## config.mk

```make
export PLATFORM = sky130hd
export DESIGN_NAME = alu_arbiter
export DESIGN_NICKNAME = d
export VERILOG_FILES = /design/src/rtl/alu_arbiter.sv
export SDC_FILE = /design/constraint.sdc
export NUM_CORES = 1
export LEC_CHECK = 0
export CAP_MARGIN = 10
export CORE_MARGIN = 2
export CORE_UTILIZATION = 50
export CTS_CLUSTER_SIZE = 20
export DETAILED_ROUTE_END_ITERATION = 8
export DONT_BUFFER_PORTS = 1
export HOLD_SLACK_MARGIN = 0.15
export MAX_ROUTING_LAYER = met4
export PLACE_DENSITY = 0.64
export SYNTH_ARGS = -nofsm -noshare
export SYNTH_HDL_FRONTEND = slang
export SYNTH_SLANG_ARGS = --single-unit
```

## constraint.sdc

```tcl
create_clock -name clk -period 1.9 [get_ports clk]
set_input_delay 0.38 -clock clk [delete_from_list [all_inputs] [get_ports clk]]
set_output_delay 0.38 -clock clk [all_outputs]
set_load 0.05 [all_outputs]
```

## src/rtl/alu_arbiter.sv

```systemverilog
// alu_arbiter: round-robin sharing of one combinational ALU between two requesters.
// Operands are registered in EXEC and the result is held in RESP until the owner takes it.
module alu_arbiter #(
    parameter int DW = 32
) (
    input  logic          clk,
    input  logic          rstn,
    input  logic          req0_valid,
    output logic          req0_ready,
    input  logic [DW-1:0] req0_a,
    input  logic [DW-1:0] req0_b,
    input  logic [3:0]    req0_op,
    input  logic          req1_valid,
    output logic          req1_ready,
    input  logic [DW-1:0] req1_a,
    input  logic [DW-1:0] req1_b,
    input  logic [3:0]    req1_op,
    output logic          resp0_valid,
    input  logic          resp0_ready,
    output logic          resp1_valid,
    input  logic          resp1_ready,
    output logic [DW-1:0] resp_c,
    output logic          resp_zero,
    output logic [DW-1:0] alu_a,
    output logic [DW-1:0] alu_b,
    output logic [3:0]    alu_op,
    input  logic [DW-1:0] alu_c,
    input  logic          alu_zero,
    output logic          busy
);
    localparam logic [3:0] ALU_NOP = 4'b0000;

    typedef enum logic [1:0] {IDLE, EXEC, RESP} state_t;

    state_t        state, state_n;
    logic          last_grant, owner, sel, accept, done;
    logic [DW-1:0] opa, opb;
    logic [3:0]    opc;

    always_ff @(posedge clk) begin
        if (!rstn) begin
            state      <= IDLE;
            last_grant <= 1'b1;
            owner      <= 1'b0;
            opa        <= '0;
            opb        <= '0;
            opc        <= ALU_NOP;
            resp_c     <= '0;
            resp_zero  <= 1'b0;
            busy       <= 1'b0;
        end else begin
            state <= state_n;
            busy  <= state_n != IDLE;
            if (accept) begin
                opa        <= sel ? req1_a : req0_a;
                opb        <= sel ? req1_b : req0_b;
                opc        <= sel ? req1_op : req0_op;
                owner      <= sel;
                last_grant <= sel;
            end
            if (state == EXEC) begin
                resp_c    <= alu_c;
                resp_zero <= alu_zero;
            end
        end
    end

    always_comb begin
        // Under contention the requester that did not win last time goes first
        sel         = (req0_valid && req1_valid) ? ~last_grant : req1_valid;
        req0_ready  = rstn && state == IDLE && req0_valid && !sel;
        req1_ready  = rstn && state == IDLE && req1_valid && sel;
        accept      = req0_ready || req1_ready;
        resp0_valid = state == RESP && !owner;
        resp1_valid = state == RESP && owner;
        done        = owner ? resp1_valid && resp1_ready : resp0_valid && resp0_ready;
        alu_a       = state == EXEC ? opa : '0;
        alu_b       = state == EXEC ? opb : '0;
        alu_op      = state == EXEC ? opc : ALU_NOP;
        state_n     = state == IDLE ? (accept ? EXEC : IDLE) :
                      state == EXEC ? RESP :
                      (done ? IDLE : RESP);
    end
endmodule
```

==> impl_metrics.py, run 1 <==
metrics = {
    "min_path": {
        "hold_depth": 2,
        "min_to": "last_grant",
        "min_path_type": "primary input to flop",
        "worstHoldStart": "req0_valid",
    },
    "synth": {
        "synth-xor-area-share_pct": 0,
        "synth_edf_count": 0,
        "synth_cell_types": 27,
        "yosysSeqAreaShare_pct": 37.87,
        "ys.flop_type": "dfxtp_1",
        "avgSynthCellArea_sq_um": 8.635,
        "syn_inst": 649,
        "synth_top_family_by_area": "simple AND/OR/NAND/NOR gates",
        "synth_compound_gate_area_share_pct": 9.824,
        "synthAdderAreaFrac_pct": 0,
        "muxShareOfSynthArea_pct": 0.1786,
        "synth_seq_cells": 106,
        "synth_area_sq_um": 5604,
        "synth_warnings": 0,
        "async_reset_ff_share_pct": 0,
        "synth-simple-area-share_pct": 44.76,
        "mappedNetlistNets": 824,
    },
    "pwr": {
        "p_per_area_nw_per_um2": 754.9,
        "p_seq_share_pct": 45.5,
        "power_switching_mw": 2.187,
        "combPwrFrac_pct": 33.5,
        "swShare_pct": 36.02,
        "clkPwrFrac_pct": 20.9,
        "power.leakage_nw": 2.883,
        "p_int_mw": 3.885,
        "ir_drop_uv": 519.4,
    },
    "cts": {
        "cts.sink_count": 106,
        "htree_num_levels": 3,
        "cts_tree": "yes",
        "cts-root-buf": "clkbuf_8",
        "clkTransAtPathRegs_ns": 0.10,
        "clock_latency_ns": 0.38,
        "cts_buffer_depth": 2,
        "cts_buffers": 9,
    },
    "status": {
        "status": "finished, violations left",
        "violations": "setup timing",
    },
    "finish": {
        "layout.nets": 900,
        "fill_cells": 764,
        "area_growth_pct": 43.51,
        "finalCoreUtilization_pct": 73.87,
        "layout-drive-gt1-share_pct": 36.71,
        "antenna_cells": 0,
    },
    "grt": {
        "grt_max_degree": 74,
        "grt_pass1_wl_um": 27460,
        "antenna_found_initial": 0,
        "gr-total-overflow": 0,
        "grt_util_all_layers_pct": 30.40,
        "grt_pass1_vias": 5358,
    },
    "routing": {
        "drc": 0,
        "via_per_inst": 6.228,
        "first_pass_iters": 4,
        "drtIter0Drc": 362,
        "wirelength_um": 18990,
        "detail_route.wl_per_cell_um": 21.83,
        "final_antenna_net_count": 0,
        "num_vias": 5418,
    },
    "critical_path": {
        "crit_path_max_fanout": 10,
        "critPathKind": "flop to output port",
        "startpoint_type": "flop",
        "cp-end-kind": "output port",
        "reg2reg_slack_ns": 0.08,
        "r2r-start": "state[1]",
        "critPathArrivalTime_ns": 1.56,
        "crit_required_ns": 1.52,
        "reg2reg_to": "opa[12]",
        "ff2ff_path_depth": 6,
    },
    "placement": {
        "dp_hpwl_um": 11540,
        "globalplace.congestion": 0.7887,
        "io_buffers": 0,
    },
    "floorplanning": {
        "io_pins": 281,
        "die_x_um": 109.9,
        "initial_core_util_pct": 51.47,
        "die_area_sq_um": 12070,
        "fp.coreArea_sq_um": 10890,
        "die_h_um": 109.9,
        "fp-row-count": 38,
    },
    "sta": {
        "timing.fmax_ghz": 0.5149,
        "drv_slew": 0,
        "finalSetupViolCount": 59,
        "setup_slack_ns": -0.04218,
        "setup_tns_ns": -0.8491,
        "final.min_clock_period_ns": 1.942,
        "rsz0062_at_grt": "yes",
        "max-slew-margin-rel_pct": 60.20,
        "worstMarginPinSlew_ns": 0.5962,
        "finalClockSkew_ns": 0.006628,
        "period_share_pct": 102.2,
        "hold_viol_final": 0,
    },
    "flow_run": {
        "cap_violations": 0,
    },
}
-- layer usage --
metal  up-vias  GRT usage [%]  wire (um)
li1       2498              -          -
met1      2597          33.13       7066
met2       265          51.01       9576
met3        58          7.528       1592
met4         0          16.00        758
met5         -              -          0
-- kinds of logic (layout without fill, tap and decap cells) --
| family | Yosys count | count (layout) |
|---|---|---|
| buffers and inverters | 81 | 162 |
| AOI/OAI and AO/OA | 107 | 107 |
| muxes | 1 | 1 |
| DFF | 106 | 106 |
| and+or+nand+nor | 354 | 354 |
-- placed cells by master (no fill, tap or decap), types with 2 or more instances in the layout --
master	count
nor2_1	2
dlygate4sd3_1	34
dfxtp_1	104
nor4b_2	61
clkbuf_16	3
nand2_1	67
nor2b_4	2
and2_4	68
buf_16	5
clkbuf_8	9
nor4b_1	7
nor4_1	68
clkinvlp_4	2
nand2b_1	2
buf_12	76
nor3b_2	2
buf_4	25
a21oi_1	103
clkinv_2	3
nor3_1	68
-- sequential cells by signal, indices dropped and copies added, names as in the netlist --
register,cells
busy,1
last_grant,1
opa,32
opb,32
opc,4
owner,1
resp_c,32
resp_zero,1
state,2
-- Yosys cell counts (3+ instances only) --
cell type	instances	area [sq um]
a21oi_1	103	515.5
and2_1	68	425.4
buf_2	39	195.2
buf_6	7	78.83
clkbuf_1	30	112.6
dfxtp_1	106	2122
nand2_1	68	255.2
nor2_1	3	11.26
nor3_1	68	340.3
nor4_1	68	425.4
nor4b_1	7	61.31
nor4b_2	61	915.9
-- per-stage QoR --
stage	worst slack (ns)	cells	hold WS (ns)	power [mW]	instance area (sq um)
2_1_floorplan	-0.03442	649	0.4791	3.969	5617
5_1_grt	-0.1145	870	0.1994	6.349	8043
6_report	-0.04218	870	0.2059	6.072	8043
3_5_place_dp	0.1714	806	0.5089	4.546	7086
3_3_place_gp	0.2718	806	0.5003	4.485	7086
4_1_cts	-0.05760	863	0.1753	6.038	7928
-- final cells by class --
class                           count  area, sq um  area share, %
Inverter                            1        5.005        0.06223
Timing Repair Buffer              145         2288          28.45
Multi-Input combinational cell    462         3277          40.74
Clock inverter                      6        42.54         0.5289
Sequential cell                   106         2127          26.45
Clock buffer                       10        127.6          1.587
Tap cell                          140        175.2          2.178
-- power groups by stage --
stage / sequential, mW / combinational [mW] / clock [mW]
CTS: 2.76 / 1.97 / 1.31
floorplan: 2.75 / 1.21 / 0
global placement: 2.79 / 1.70 / 0
global route: 2.79 / 2.16 / 1.40
finish: 2.77 / 2.03 / 1.27
detailed placement: 2.80 / 1.75 / 0
-- worst max-delay path: stages (launching register included) --
cell and delay (ns):
dfxtp_2 0.36, nor2b_4 0.18, buf_4 0.18, clkbuf_16 0.18
and2_4 0.16, buf_12 0.13
-- how the worst max path moves through the flow --
stage                     slack (ns)     start         end  depth (start not counted)
after floorplan                -0.03  state[1]  req0_ready                          4
after global placement          0.27  state[1]      opb[9]                          4
after detailed placement        0.17  state[1]     opb[11]                          4
after CTS                      -0.06  state[0]   alu_b[28]                          5
after global routing           -0.11  state[0]    alu_b[3]                          5
final                          -0.04  state[0]    alu_b[3]                          5
-- repair_timing --
action / CTS / global route
setup endpoints to repair: 68 / 70
pin swaps: 22 / 10
hold buffers: 34 / 0
hold endpoints to repair: 35 / 0
gates cloned: 4 / 4
gates resized for setup: 77 / 2
buffers inserted: 3 / 3
No activity file was read; power rests on OpenSTA's default activity.
==> run 2, diff against run 1 <==
- CORE_AREA: not set -> 2 2 109 111
- CORE_MARGIN: 2 -> not set
- CORE_UTILIZATION: 50 -> not set
- CTS_CLUSTER_SIZE: 20 -> 28
- DIE_AREA: not set -> 0 0 111 113
- PLACE_DENSITY: 0.64 -> 0.63
==> impl_metrics.py, run 2 (same netlist as run 1, synthesis figures left out) <==
metrics = {
    "sta": {
        "worstMarginPinSlew_ns": 0.5702,
        "whs_ns": 0.1592,
        "drv_slew": 0,
        "hold_viol_final": 0,
        "setup_tns_ns": -0.1825,
        "final.min_clock_period_ns": 1.918,
        "finalClockSkew_ns": 0.007009,
        "period_share_pct": 101.0,
        "setup_slack_ns": -0.01806,
        "max-slew-margin-rel_pct": 61.93,
        "finalSetupViolCount": 23,
        "timing.fmax_ghz": 0.5214,
        "rsz0062_at_grt": "yes",
    },
    "flow_run": {
        "cap_violations": 0,
    },
    "finish": {
        "multi_input_area_sq_um": 3288,
        "area_growth_pct": 43.02,
        "final_common_cell": "dfxtp_1",
        "top_regs": "opa: 32 flops, opb: 32 flops, resp_c: 32 flops",
        "fill_cells": 811,
        "regArea_sq_um": 2130,
        "antenna_cells": 0,
        "final_area_sq_um": 8015,
        "finalCoreUtilization_pct": 71.11,
        "layout.nets": 886,
        "layout-drive-gt1-share_pct": 37.43,
        "layout_common_cells": "dfxtp_1 (104), a21oi_1 (103), buf_12 (75)",
    },
    "critical_path": {
        "crit_family": "buffers and inverters",
        "cp-end-kind": "output port",
        "startpoint_type": "flop",
        "crit_required_ns": 1.52,
        "crit_top_cell": "buf_12",
        "slowest_delay_ns": 0.37,
        "critPathArrivalTime_ns": 1.54,
        "r2r-start": "state[0]",
        "ff2ff_path_depth": 6,
        "critPathKind": "flop to output port",
        "crit_buf_inv": 3,
        "reg2reg_to": "opa[9]",
        "crit_slowest_cell": "dfxtp_4",
        "path_cells": "nor2b_4, buf_12, clkbuf_16, and2_4, buf_12",
        "reg2reg_slack_ns": 0.16,
        "crit_path_max_fanout": 13,
    },
    "cts": {
        "cts_buffers": 9,
        "cts_buffer_depth": 2,
        "cts.sink_count": 106,
        "clock_latency_ns": 0.35,
        "htree_num_levels": 3,
        "clkTransAtPathRegs_ns": 0.08,
        "cts-root-buf": "clkbuf_16",
        "cts_tree": "yes",
    },
    "floorplanning": {
        "die_x_um": 111,
        "die_h_um": 113,
        "initial_core_util_pct": 49.72,
        "die_area_sq_um": 12540,
        "io_pins": 281,
        "fp.coreArea_sq_um": 11270,
        "fp-row-count": 39,
    },
    "grt": {
        "grt_util_all_layers_pct": 28.13,
        "grt_pass1_wl_um": 27620,
        "gr-total-overflow": 0,
        "grt_max_degree": 74,
        "grt_pass1_vias": 5289,
        "antenna_found_initial": 0,
    },
    "placement": {
        "dp_hpwl_um": 11660,
        "globalplace.congestion": 0.8417,
        "dpl_cell_area_sq_um": 7076,
        "io_buffers": 0,
    },
    "pwr": {
        "clkPwrFrac_pct": 28.0,
        "p_per_area_nw_per_um2": 826.9,
        "swShare_pct": 34.85,
        "combPwrFrac_pct": 30.1,
        "p_int_mw": 4.318,
        "p_seq_share_pct": 41.9,
        "power_switching_mw": 2.310,
        "power.leakage_nw": 2.886,
        "ir_drop_uv": 719.3,
    },
    "routing": {
        "detail_route.wl_per_cell_um": 21.48,
        "num_vias": 5312,
        "first_pass_iters": 6,
        "via_per_inst": 6.184,
        "wirelength_um": 18450,
        "final_antenna_net_count": 0,
        "drc": 0,
        "drtIter0Drc": 540,
    },
    "min_path": {
        "worstHoldStart": "alu_c[23]",
        "min_to": "resp_c[23]",
        "min_path_type": "primary input to flop",
        "hold_depth": 2,
    },
    "status": {
        "status": "finished, violations left",
        "violations": "setup timing",
    },
}
-- run 2: per-layer routing --
metal | wire length [um] | global-route usage (%) | vias up
li1 | - | - | 2472
met1 | 7300 | 33.12 | 2546
met2 | 9443 | 48.59 | 260
met3 | 1311 | 5.517 | 34
met4 | 399 | 9.250 | 0
met5 | 0 | - | -
-- run 2: power by group through the flow --
stage | clock network, mW | registers [mW] | logic [mW]
after floorplan | 0 | 2.75 | 1.21
after global placement | 0 | 2.80 | 1.70
after detailed placement | 0 | 2.81 | 1.75
after CTS | 1.90 | 2.76 | 1.89
after global routing | 1.96 | 2.80 | 2.13
final | 1.86 | 2.77 | 2.00
-- run 2: worst register-to-register path, delay by kind of cell, from the launching register on --
kind                   cells  cell delay, ns
flip-flops                 1            0.36
AND/OR/NAND/NOR            3            0.73
buffers and inverters      3            0.51
-- run 2: cell type report --
cell class              count  area share (%)
multi-input cells         462           41.02
repair buffers            131           26.49
clock inverters             7          0.8273
well taps                 143           2.232
flip-flops and latches    106           26.57
inverters                   1         0.04683
clock buffers               9           2.810
-- run 2: worst max path at each step --
stage | from | to | slack (ns) | cells after the start
finish | state[0] | alu_a[31] | -0.02 | 5
CTS | state[0] | alu_b[20] | -0.04 | 5
detailed placement | state[0] | alu_b[1] | 0.13 | 4
floorplan | state[1] | req0_ready | -0.03 | 4
global route | state[0] | alu_a[31] | -0.06 | 5
global placement | state[0] | alu_b[7] | 0.22 | 4
-- run 2: metrics by stage --
| step | worst slack, ns | total power, mW | std cells |
|---|---|---|---|
| final | -0.01806 | 6.628 | 859 |
| after global routing | -0.05683 | 6.884 | 859 |
| after CTS | -0.03816 | 6.550 | 852 |
| after detailed placement | 0.1291 | 4.556 | 809 |
| after global placement | 0.2180 | 4.497 | 809 |
| after floorplan | -0.03442 | 3.969 | 649 |
-- run 2: what timing repair did --
action / CTS / global route
gates resized for setup: 42 / 38
cloned: 2 / 4
pin swaps: 1 / 22
hold buffers: 20 / 1
hold endpoints to repair: 20 / 1
endpoints found under the setup margin: 69 / 69
setup buffers: 5 / 2
==> run 3, diff against run 2 <==
- HOLD_SLACK_MARGIN: 0.15 -> 0.03
- PLACE_DENSITY: 0.63 -> 0.66
- clock period: 1.9 -> 1.7 ns (I/O delays scaled with it)
==> impl_metrics.py, run 3 (same netlist as run 1, synthesis figures left out) <==
metrics = {
    "routing": {
        "detail_route.wl_per_cell_um": 21.39,
        "first_pass_iters": 5,
        "drtIter0Drc": 339,
        "via_per_inst": 6.346,
        "num_vias": 5001,
        "final_antenna_net_count": 0,
        "wirelength_um": 16860,
        "drc": 0,
    },
    "pwr": {
        "power.leakage_nw": 2.437,
        "p_per_area_nw_per_um2": 1034,
        "ir_drop_uv": 858.4,
        "power_mw": 7.154,
    },
    "grt": {
        "antenna_found_initial": 0,
        "grt_max_degree": 74,
        "gr-total-overflow": 0,
        "grt_pass1_vias": 4864,
        "grt_util_all_layers_pct": 26.05,
        "grt_pass1_wl_um": 25490,
    },
    "critical_path": {
        "crit_top_cell": "buf_12",
        "path_cells": "nor2b_4, buf_4, buf_12, and2_4, buf_12",
        "crit_slowest_cell": "dfxtp_2",
        "crit_family": "buffers and inverters",
        "crit_buf_inv": 3,
        "crit_required_ns": 1.36,
        "startpoint_type": "flop",
        "crit_path_max_fanout": 14,
        "slowest_delay_ns": 0.34,
        "cp-end-kind": "output port",
        "critPathKind": "flop to output port",
        "critPathArrivalTime_ns": 1.47,
    },
    "floorplanning": {
        "die_area_sq_um": 12540,
        "fp.coreArea_sq_um": 11270,
        "initial_core_util_pct": 49.72,
        "die_x_um": 111,
        "die_h_um": 113,
        "fp-row-count": 39,
        "io_pins": 281,
    },
    "finish": {
        "finalCoreUtilization_pct": 61.39,
        "top_regs": "opa: 32 flops, opb: 32 flops, resp_c: 32 flops",
        "layout.nets": 815,
        "fill_cells": 935,
        "area_growth_pct": 23.49,
        "final_area_sq_um": 6920,
        "antenna_cells": 0,
        "final_common_cell": "dfxtp_1",
        "layout-drive-gt1-share_pct": 34.73,
        "layout_common_cells": "dfxtp_1 (104), a21oi_1 (103), and2_4 (68), nor3_1 (68), nor4_1 (68)",
    },
    "status": {
        "violations": "setup timing",
        "status": "finished, violations left",
    },
    "sta": {
        "whs_ns": 0.1025,
        "finalSetupViolCount": 69,
        "finalClockSkew_ns": 0.004259,
        "drv_slew": 0,
        "setup_tns_ns": -4.288,
        "worstMarginPinSlew_ns": 0.5709,
        "hold_viol_final": 0,
        "final.min_clock_period_ns": 1.814,
        "rsz0062_at_grt": "yes",
        "timing.fmax_ghz": 0.5512,
        "max-slew-margin-rel_pct": 61.89,
        "setup_slack_ns": -0.1143,
        "period_share_pct": 106.7,
    },
    "cts": {
        "htree_num_levels": 3,
        "cts_buffers": 9,
        "cts_buffer_depth": 2,
        "cts_hold_buf": 0,
        "clkTransAtPathRegs_ns": 0.07,
        "cts-root-buf": "clkbuf_16",
        "cts_tree": "yes",
        "cts.sink_count": 106,
        "clock_latency_ns": 0.35,
    },
    "placement": {
        "dpl_cell_area_sq_um": 6125,
        "io_buffers": 0,
        "dp_hpwl_um": 10620,
        "globalplace.congestion": 0.8530,
    },
    "min_path": {
        "min_path_type": "primary input to flop",
    },
    "flow_run": {
        "cap_violations": 0,
    },
}
-- run 3: worst paths after layout --
check / cells past startpoint / endpoint / startpoint / slack, ns
min: 1 / owner / rstn / 0.10
max: 5 / alu_op[2] / state[0] / -0.11
min reg2reg: 2 / opa[2] / opa[2] / 0.52
max reg2reg: 7 / opa[30] / state[1] / 0.01
-- run 3: area by class of cell --
| type | count | area [sq um] | share of cell area [%] |
|---|---|---|---|
| clock buffers | 10 | 239.0 | 3.453 |
| clock inverters | 6 | 55.05 | 0.7955 |
| inverters | 1 | 3.754 | 0.05424 |
| multi-input cells | 462 | 3416 | 49.36 |
| flip-flops and latches | 106 | 2127 | 30.74 |
| well taps | 143 | 178.9 | 2.585 |
| repair buffers | 60 | 900.9 | 13.02 |
-- run 3: what timing repair did --
item | in CTS | in global routing
buffers inserted | 9 | 6
setup endpoints to repair | 70 | 133
pin swaps | 26 | 10
resized for setup | 89 | 18
gates cloned | 5 | 1
-- run 3: power by group --
part           switching (mW)  internal [mW]
combinational            1.14          0.817
clock                    1.02           1.07
sequential              0.352           2.75
total                    2.52           4.64
-- run 3: metrics by stage --
step | cells | worst slack [ns]
6_report | 788 | -0.1143
3_5_place_dp | 754 | 0.04953
5_1_grt | 788 | -0.1839
3_3_place_gp | 754 | 0.1968
2_1_floorplan | 649 | -0.1944
4_1_cts | 784 | -0.1381
-- run 3: metal layers --
layer,vias up,GRT usage (%),wire length [um]
li1,2340,-,-
met2,262,43.56,8321
met1,2354,29.82,6659
met3,45,5.838,1303
met5,-,-,0
met4,0,12.42,572
